===== src/rtl/cache_miss_handler.sv =====
// Blocking miss handler for a 32-line x 8-word direct-mapped cache: optional
// dirty-line write-back, then an 8-word refill, then a one-cycle fill pulse.
module cache_miss_handler (
    input  logic         clk,
    input  logic         rst,
    input  logic         miss_req,
    input  logic [31:0]  miss_addr,
    input  logic         victim_dirty,
    input  logic [23:0]  victim_tag,
    input  logic [255:0] victim_block,
    output logic         busy,
    output logic         mem_req,
    output logic         mem_we,
    output logic [31:0]  mem_addr,
    output logic [31:0]  mem_wdata,
    input  logic         mem_ack,
    input  logic [31:0]  mem_rdata,
    output logic         fill_valid,
    output logic [4:0]   fill_index,
    output logic [23:0]  fill_tag,
    output logic [255:0] fill_block
);

    localparam int unsigned WORD_W  = 32;
    localparam int unsigned TAG_W   = 24;
    localparam int unsigned IDX_W   = 5;
    localparam int unsigned OFF_W   = 3;
    localparam int unsigned BLOCK_W = 256;

    typedef enum logic [1:0] {
        S_IDLE,
        S_WB,
        S_FILL,
        S_DONE
    } state_e;

    state_e               state_q, state_d;
    logic [OFF_W-1:0]     cnt_q, cnt_d;
    logic [TAG_W-1:0]     tag_q, tag_d;
    logic [IDX_W-1:0]     index_q, index_d;
    logic [TAG_W-1:0]     vtag_q, vtag_d;
    logic [BLOCK_W-1:0]   vblock_q, vblock_d;
    logic [BLOCK_W-1:0]   fblock_q, fblock_d;
    logic [7:0]           word_lsb;

    // The requested word is not forwarded; the cache re-reads it after the fill.
    logic [OFF_W-1:0]     unused_word;
    assign unused_word = miss_addr[OFF_W-1:0];

    // Word 0 sits in the top bits of a block, so the slice offset is (7 - cnt) * 32.
    assign word_lsb = {~cnt_q, 5'd0};

    always_ff @(posedge clk) begin
        if (rst) begin
            state_q  <= S_IDLE;
            cnt_q    <= '0;
            tag_q    <= '0;
            index_q  <= '0;
            vtag_q   <= '0;
            vblock_q <= '0;
            fblock_q <= '0;
        end else begin
            state_q  <= state_d;
            cnt_q    <= cnt_d;
            tag_q    <= tag_d;
            index_q  <= index_d;
            vtag_q   <= vtag_d;
            vblock_q <= vblock_d;
            fblock_q <= fblock_d;
        end
    end

    always_comb begin
        state_d    = state_q;
        cnt_d      = cnt_q;
        tag_d      = tag_q;
        index_d    = index_q;
        vtag_d     = vtag_q;
        vblock_d   = vblock_q;
        fblock_d   = fblock_q;
        busy       = (state_q != S_IDLE);
        mem_req    = 1'b0;
        mem_we     = 1'b0;
        mem_addr   = '0;
        mem_wdata  = '0;
        fill_valid = 1'b0;

        case (state_q)
            S_IDLE: begin
                if (miss_req) begin
                    busy     = 1'b1;
                    tag_d    = miss_addr[31:8];
                    index_d  = miss_addr[7:3];
                    vtag_d   = victim_tag;
                    vblock_d = victim_block;
                    fblock_d = '0;
                    cnt_d    = '0;
                    state_d  = victim_dirty ? S_WB : S_FILL;
                end
            end
            S_WB: begin
                mem_req   = 1'b1;
                mem_we    = 1'b1;
                mem_addr  = {vtag_q, index_q, cnt_q};
                mem_wdata = vblock_q[word_lsb +: WORD_W];
                if (mem_ack) begin
                    cnt_d = OFF_W'(cnt_q + 3'd1);
                    if (cnt_q == 3'd7) begin
                        state_d = S_FILL;
                    end
                end
            end
            S_FILL: begin
                mem_req  = 1'b1;
                mem_addr = {tag_q, index_q, cnt_q};
                if (mem_ack) begin
                    fblock_d[word_lsb +: WORD_W] = mem_rdata;
                    cnt_d = OFF_W'(cnt_q + 3'd1);
                    if (cnt_q == 3'd7) begin
                        state_d = S_DONE;
                    end
                end
            end
            S_DONE: begin
                fill_valid = 1'b1;
                state_d    = S_IDLE;
            end
            default: begin
                state_d = S_IDLE;
            end
        endcase

        // Reset wins over a same-cycle request or ack.
        if (rst) begin
            busy       = 1'b0;
            mem_req    = 1'b0;
            mem_we     = 1'b0;
            mem_addr   = '0;
            mem_wdata  = '0;
            fill_valid = 1'b0;
        end
    end

    assign fill_index = index_q;
    assign fill_tag   = tag_q;
    assign fill_block = fblock_q;

endmodule

===== config.mk =====
export PLATFORM = sky130hd
export DESIGN_NAME = cache_miss_handler
export DESIGN_NICKNAME = d
export VERILOG_FILES = /design/src/rtl/cache_miss_handler.sv
export SDC_FILE = /design/constraint.sdc
export NUM_CORES = 1
export LEC_CHECK = 0
export ABC_AREA = 1
export BUFFER_PORTS_ARGS = -buffer_cell sky130_fd_sc_hd__buf_2
export CORE_MARGIN = 1
export CORE_UTILIZATION = 30
export CTS_CLUSTER_SIZE = 28
export DETAILED_ROUTE_END_ITERATION = 10
export GPL_TIMING_DRIVEN = 1
export PLACE_DENSITY = 0.48
export SLEW_MARGIN = 5
export SYNTH_ARGS = -nofsm -noshare
export SYNTH_HDL_FRONTEND = slang
export SYNTH_SLANG_ARGS = --single-unit
export TNS_END_PERCENT = 100

===== constraint.sdc =====
create_clock -name clk -period 4.8 [get_ports clk]
set_input_delay 1.2 -clock clk [delete_from_list [all_inputs] [get_ports clk]]
set_output_delay 1.2 -clock clk [all_outputs]
set_load 0.1 [all_outputs]

==> results.sh, run 1 <==
export IMPL_status="completed"
export IMPL_synth_compound_area_share_pct=17.0
export IMPL_ant_nets=0
export IMPL_synthAdderAreaFrac_pct=0.521
export IMPL_ff2ff_setup_slack_ps=1120
export IMPL_synth_common_cells="1008 x nor2_1, 570 x dfxtp_1, 490 x nand2_1, 439 x o21ai_0, 283 x a21oi_1"
export IMPL_dr_pass1_iters=5
export IMPL_cts_resized=0
export IMPL_antenna_found_initial=56
export IMPL_synth_top_family_by_area="simple AND/OR/NAND/NOR gates"
export IMPL_min_delay_path_class="flop to flop"
export IMPL_drt_iter0_drc=1865
export IMPL_io_buffers=698
export IMPL_crit_required_ps=3600
export IMPL_cap_violations=0
export IMPL_worstPathMaxFanout=55
export IMPL_clock_sinks=570
export IMPL_drive_above_1_share_pct=22.4
export IMPL_post_route_drc_count=0
export IMPL_crit_type="flop to output port"
export IMPL_postSynthAreaPerCell_um2=6.92
export IMPL_dieArea_mm2=0.0812
export IMPL_hold_slack_ps=456
export IMPL_netlist_area_mm2=0.0240
export IMPL_ys_seq_elements=570
export IMPL_pwr_density_cell_mw_per_mm2=618
export IMPL_peakVddDrop_v=0.000394
export IMPL_finClkSkew_ps=26.2
export IMPL_rsz0062_at_grt="false"
export IMPL_post_synth_top_area_fraction_pct=47.5
export IMPL_synth_edf_count=0
export IMPL_place_area_mm2=0.0288
export IMPL_arrival_ps=3080
export IMPL_min_path_cells=2
export IMPL_synth_top_area_cell="dfxtp_1"
export IMPL_end_kind="output port"
export IMPL_yosysSeqAreaShare_pct=47.5
export IMPL_fin_crit_sh_pct=89.3
export IMPL_routed_wl_um=106000
export IMPL_core_mm2=0.0791
export IMPL_rr_endpoint="fill_block[171]"
export IMPL_grt_ovfl_total=0
export IMPL_async_flop_share_pct=0
export IMPL_grt_start_max_net_pins=171
export IMPL_grt_total_usage_pct=25.2
export IMPL_cts_tree="yes"
export IMPL_finalHoldViolations=0
export IMPL_syn_to_final_growth_pct=29.8
export IMPL_ios=702
export IMPL_gp_congestion=0.874
export IMPL_fin_util_pct=39.4
export IMPL_min_delay_start="fill_block[170]"
export IMPL_die_w_um=285
export IMPL_fp_row_count=103
export IMPL_r2r_start="cnt_q[0]"
export IMPL_n_fill_cell=8724
export IMPL_ctsHoldBuffers=0
export IMPL_synth_simple_area_share_pct=28.9
export IMPL_synthCells=3472
export IMPL_clock_fmax_mhz=233
export IMPL_p_leak_uw=0.0132
export IMPL_numCtsBuffers=69
export IMPL_ys_warn_count=0
export IMPL_start_util_pct=30.4
export IMPL_postCtsSetupBuffers=0
export IMPL_dieHeight_um=285
export IMPL_synth_area_leaders="dfxtp_1 48%, nor2_1 16%, o21ai_0 9.1%, nand2_1 7.7%, a21oi_1 5.9%"
export IMPL_wl_per_cell_um=20.7
export IMPL_place_hpwl_um=75300
export IMPL_synth_fp_nets=3831
export IMPL_rr_worst_depth=9
export IMPL_design_area_mm2=0.0312
export IMPL_grt_pass1_vias=23700
export IMPL_htree_num_levels=3
export IMPL_maxSlewHeadroom_pct=27.8
export IMPL_min_to="fill_block[170]"
export IMPL_drt_vias_per_instance=4.91
export IMPL_nets=4369
export IMPL_grt_pass1_wl_um=155000
export IMPL_root_buffer="clkbuf_16"
export IMPL_yosysUniqueCellTypes=26
export IMPL_insertion_delay_ps=630
export IMPL_fin_crit_ps=4280
export IMPL_via_count=25200
export IMPL_setup_violations=0
export IMPL_worstSetupStartpointType="flop"
export IMPL_synthMostInstantiatedCell="nor2_1"
export IMPL_slew_viol_final=0
export IMPL_synth_mux_area_share_pct=0
export IMPL_path_clk_slew_ps=60
export IMPL_cts_buffer_depth=3
export IMPL_synth_xor_area_share_pct=0
export IMPL_synthFlopType="dfxtp_1"
export IMPL_worst_pin_slew_ps=1080
cell type report:
class / count / area (µm²) / area share (%)
Antenna cell: 21 / 52.6 / 0.168
Clock inverter: 20 / 272 / 0.871
Inverter: 72 / 288 / 0.923
Sequential cell: 570 / 11400 / 36.6
Clock buffer: 102 / 2020 / 6.49
Timing Repair Buffer: 751 / 4490 / 14.4
Multi-Input combinational cell: 2546 / 11300 / 36.3
Tap cell: 1050 / 1310 / 4.21
worst max-delay path by stage:
stage	startpoint	to	slack, ps	depth (start not counted)
after floorplan	rst	mem_addr[11]	-170	5
after global placement	rst	mem_wdata[17]	850	6
after detailed placement	rst	mem_wdata[1]	840	6
after CTS	cnt_q[0]	mem_wdata[0]	280	7
after global routing	cnt_q[0]	mem_wdata[0]	270	7
final	cnt_q[0]	mem_wdata[0]	520	7
placed cells by master, fill, tap and decap left out, types with 2 or more instances in the layout:
cell type | synthesis | layout
ha_1 | 10 | 9
nand3_1 | 206 | 206
buf_2 | 82 | 665
a22oi_1 | 2 | 2
inv_8 | 0 | 2
dfxtp_1 | 570 | 567
nand2_2 | 2 | 2
clkbuf_8 | 0 | 14
o211ai_1 | 32 | 32
dfxtp_4 | 0 | 3
buf_4 | 3 | 44
a21oi_1 | 283 | 259
inv_1 | 68 | 66
clkinv_1 | 3 | 2
diode_2 | 0 | 21
inv_16 | 0 | 2
nor3_1 | 10 | 7
clkinv_2 | 0 | 9
clkbuf_1 | 174 | 18
a21oi_2 | 0 | 24
clkinv_8 | 0 | 3
o22ai_1 | 32 | 32
o21ai_0 | 439 | 439
nor2_1 | 1008 | 997
nor3_4 | 0 | 3
buf_12 | 0 | 41
clkbuf_16 | 0 | 71
bufinv_16 | 0 | 4
nor2_2 | 5 | 14
nor2_4 | 0 | 2
nand2_1 | 490 | 489
nand3b_1 | 23 | 23
flip-flops by register name (all words and copies together), names as in the netlist:
register,count
fill_block,256
vblock_q,256
fill_tag,24
vtag_q,24
fill_index,5
cnt_q,3
state_q,2
critical path, cell delays in order (launching register included):
cell and delay, ps:
dfxtp_4 750, inv_4 280, buf_12 280, o21ai_0 410, o211ai_1 230, nand2_1 130
nor2_1 50, buf_2 290
routing by layer:
layer  vias up  track usage, %  share of wire, %  wire length (µm)
met1     11800            31.0                42             44200
met4        60            8.90               3.1              3350
met5         -               0              0.37               396
li1      12400               -                 -                 -
met2       770            42.4                48             51100
met3       207            6.34               7.0              7460
stage by stage:
step           instances  TNS, ps  total power, µW  worst slack (ps)
6_report            5132        0            19300               515
3_3_place_gp        4989        0            14100               850
4_1_cts             5111        0            19400               282
3_5_place_dp        4989        0            14100               844
2_1_floorplan       3472    -3310            11500              -166
5_1_grt             5128        0            20400               274
where the power goes:
part | leakage, µW | internal, µW | switching, µW
Sequential | 0.00466 | 5450 | 565
Combinational | 0.00739 | 1820 | 6080
Clock | 0.00113 | 3160 | 2190
Total | 0.0132 | 10400 | 8840
cell families (layout without fill, tap and decap cells):
logic type,count (synthesis),after routing
and+or+nand+nor,1746,1746
AOI/OAI and AO/OA,790,790
other,0,21
DFF,570,570
buffers and inverters,356,945
adders and majority gates,10,10
No activity file was read; power rests on OpenSTA's default activity.
==> inputs of run 2 (changes only) <==
--- a/config.mk
+++ b/config.mk
@@ -9,3 +9,3 @@
 export BUFFER_PORTS_ARGS = -buffer_cell sky130_fd_sc_hd__buf_2
-export CORE_MARGIN = 1
+export CORE_MARGIN = 3
 export CORE_UTILIZATION = 30
@@ -14,3 +14,3 @@
 export GPL_TIMING_DRIVEN = 1
-export PLACE_DENSITY = 0.48
+export PLACE_DENSITY = 0.56
 export SLEW_MARGIN = 5
--- a/constraint.sdc
+++ b/constraint.sdc
@@ -3,2 +3,2 @@
 set_output_delay 1.2 -clock clk [all_outputs]
-set_load 0.1 [all_outputs]
+set_load 0.05 [all_outputs]
==> run 2 against run 1 <==
Effect of this change: sequential cell count unchanged; non-clock buffer count is 7 lower; fmax rose by 4.7%; highest routed layer unchanged.
==> results.sh, run 2 (same netlist as run 1, synthesis figures left out) <==
export IMPL_status="completed"
export IMPL_startpoint="cnt_q[0]"
export IMPL_cts_tree="yes"
export IMPL_clock_sinks=570
export IMPL_drive_above_1_share_pct=21.5
export IMPL_core_mm2=0.0791
export IMPL_antenna_found_initial=48
export IMPL_drt_vias_per_instance=4.91
export IMPL_place_hpwl_um=71900
export IMPL_grtUsageMet2_pct=39.3
export IMPL_busiest_layer="met2"
export IMPL_place_area_mm2=0.0282
export IMPL_setup_violations=0
export IMPL_postCtsSetupBuffers=0
export IMPL_start_util_pct=30.4
export IMPL_crit_required_ps=3600
export IMPL_ctsHoldBuffers=0
export IMPL_finClkSkew_ps=28.2
export IMPL_maxSlewHeadroom_pct=15.5
export IMPL_design_area_mm2=0.0305
export IMPL_grt_use_met3_pct=5.84
export IMPL_p_leak_uw=0.0130
export IMPL_grt_start_max_net_pins=244
export IMPL_r2r_start="cnt_q[1]"
export IMPL_grt_pass1_wl_um=149000
export IMPL_dr_pass1_iters=5
export IMPL_fin_tns_setup_ps=0
export IMPL_fin_crit_ps=4090
export IMPL_path_clk_slew_ps=60
export IMPL_cts_buffer_depth=3
export IMPL_fp_row_count=103
export IMPL_min_delay_start="fill_block[249]"
export IMPL_dieHeight_um=289
export IMPL_finalHoldViolations=0
export IMPL_io_buffers=698
export IMPL_slew_viol_final=0
export IMPL_nets=4361
export IMPL_htree_num_levels=3
export IMPL_die_w_um=289
export IMPL_ant_nets=0
export IMPL_layout_common_cells="1006 x nor2_1, 694 x buf_2, 567 x dfxtp_1"
export IMPL_drt_iter0_drc=1774
export IMPL_pwr_density_cell_mw_per_mm2=594
export IMPL_wl_per_cell_um=20.0
export IMPL_grtUsageMet1_pct=27.4
export IMPL_crit_type="flop to output port"
export IMPL_clock_fmax_mhz=244
export IMPL_end_kind="output port"
export IMPL_ios=702
export IMPL_dieArea_mm2=0.0835
export IMPL_syn_to_final_growth_pct=27.0
export IMPL_via_count=25200
export IMPL_cap_violations=0
export IMPL_routed_wl_um=102000
export IMPL_numCtsBuffers=68
export IMPL_post_route_drc_count=0
export IMPL_final_common_cell="nor2_1"
export IMPL_arrival_ps=2890
export IMPL_worstSetupStartpointType="flop"
export IMPL_insertion_delay_ps=610
export IMPL_peakVddDrop_v=0.000411
export IMPL_grt_pass1_vias=23800
export IMPL_worstPathMaxFanout=151
export IMPL_grt_total_usage_pct=23.4
export IMPL_min_delay_path_class="flop to flop"
export IMPL_gp_congestion=0.921
export IMPL_fin_crit_sh_pct=85.3
export IMPL_grt_ovfl_total=0
export IMPL_rsz0062_at_grt="false"
export IMPL_worst_pin_slew_ps=1270
export IMPL_cts_resized=0
export IMPL_root_buffer="clkbuf_16"
## run 2: cell count changes in the layout (fill, tap and decap cells not counted), moves of 3 or more
cell,previous run,this run
nor3_1,7,10
buf_12,41,12
nor2_1,997,1006
nor2_2,14,6
buf_4,44,37
clkbuf_1,18,14
nor3_4,3,0
a21oi_1,259,283
clkbuf_8,14,18
clkbuf_16,71,68
a21oi_2,24,0
buf_2,665,694
diode_2,21,24
## run 2: worst max-delay path, stage by stage, from the launching register on
cell      delay, ps
dfxtp_4         370
buf_12          440
nor2_1          260
nor2_1          150
o21ai_0         100
o211ai_1        270
nand2_1          90
nor2_1          110
buf_2           270
## run 2: where the power goes
group / switching, µW / internal, µW
Combinational: 5250 / 1720
Sequential: 515 / 5450
Clock: 2180 / 3020
## run 2: stage by stage
step | cells | worst slack, ps | total power, µW | utilization [%] | hold slack [ps]
after global routing | 5114 | 570 | 19300 | 38.5 | 475
after detailed placement | 4982 | 1040 | 13100 | 35.6 | 450
after floorplan | 3472 | 174 | 10800 | - | 449
after global placement | 4982 | 1010 | 13100 | 35.6 | 446
final | 5127 | 706 | 18100 | 38.6 | 456
after CTS | 5103 | 680 | 18300 | 38.5 | 459
## run 2: area by class of cell
cell class | count | area, µm²
repair buffers | 744 | 4010
flip-flops and latches | 570 | 11400
clock buffers | 99 | 1990
multi-input cells | 2546 | 11200
clock inverters | 22 | 255
inverters | 72 | 288
well taps | 1050 | 1310
fillers | 8705 | 48600
diodes | 24 | 60.1
## run 2: worst paths after layout
| path | cells after the start | end | slack, ps |
|---|---|---|---|
| worst max-delay path | 8 | mem_wdata[5] | 710 |
| worst max register to register | 8 | fill_block[171] | 1390 |
| worst min-delay path | 2 | fill_block[249] | 460 |
| worst min register to register | 2 | fill_block[249] | 460 |
## run 2: per-layer routing
metal / routed length [µm] / vias up
li1: - / 12400
met1: 40400 / 11600
met2: 48800 / 869
met3: 7430 / 240
met4: 5610 / 34
met5: 232 / -
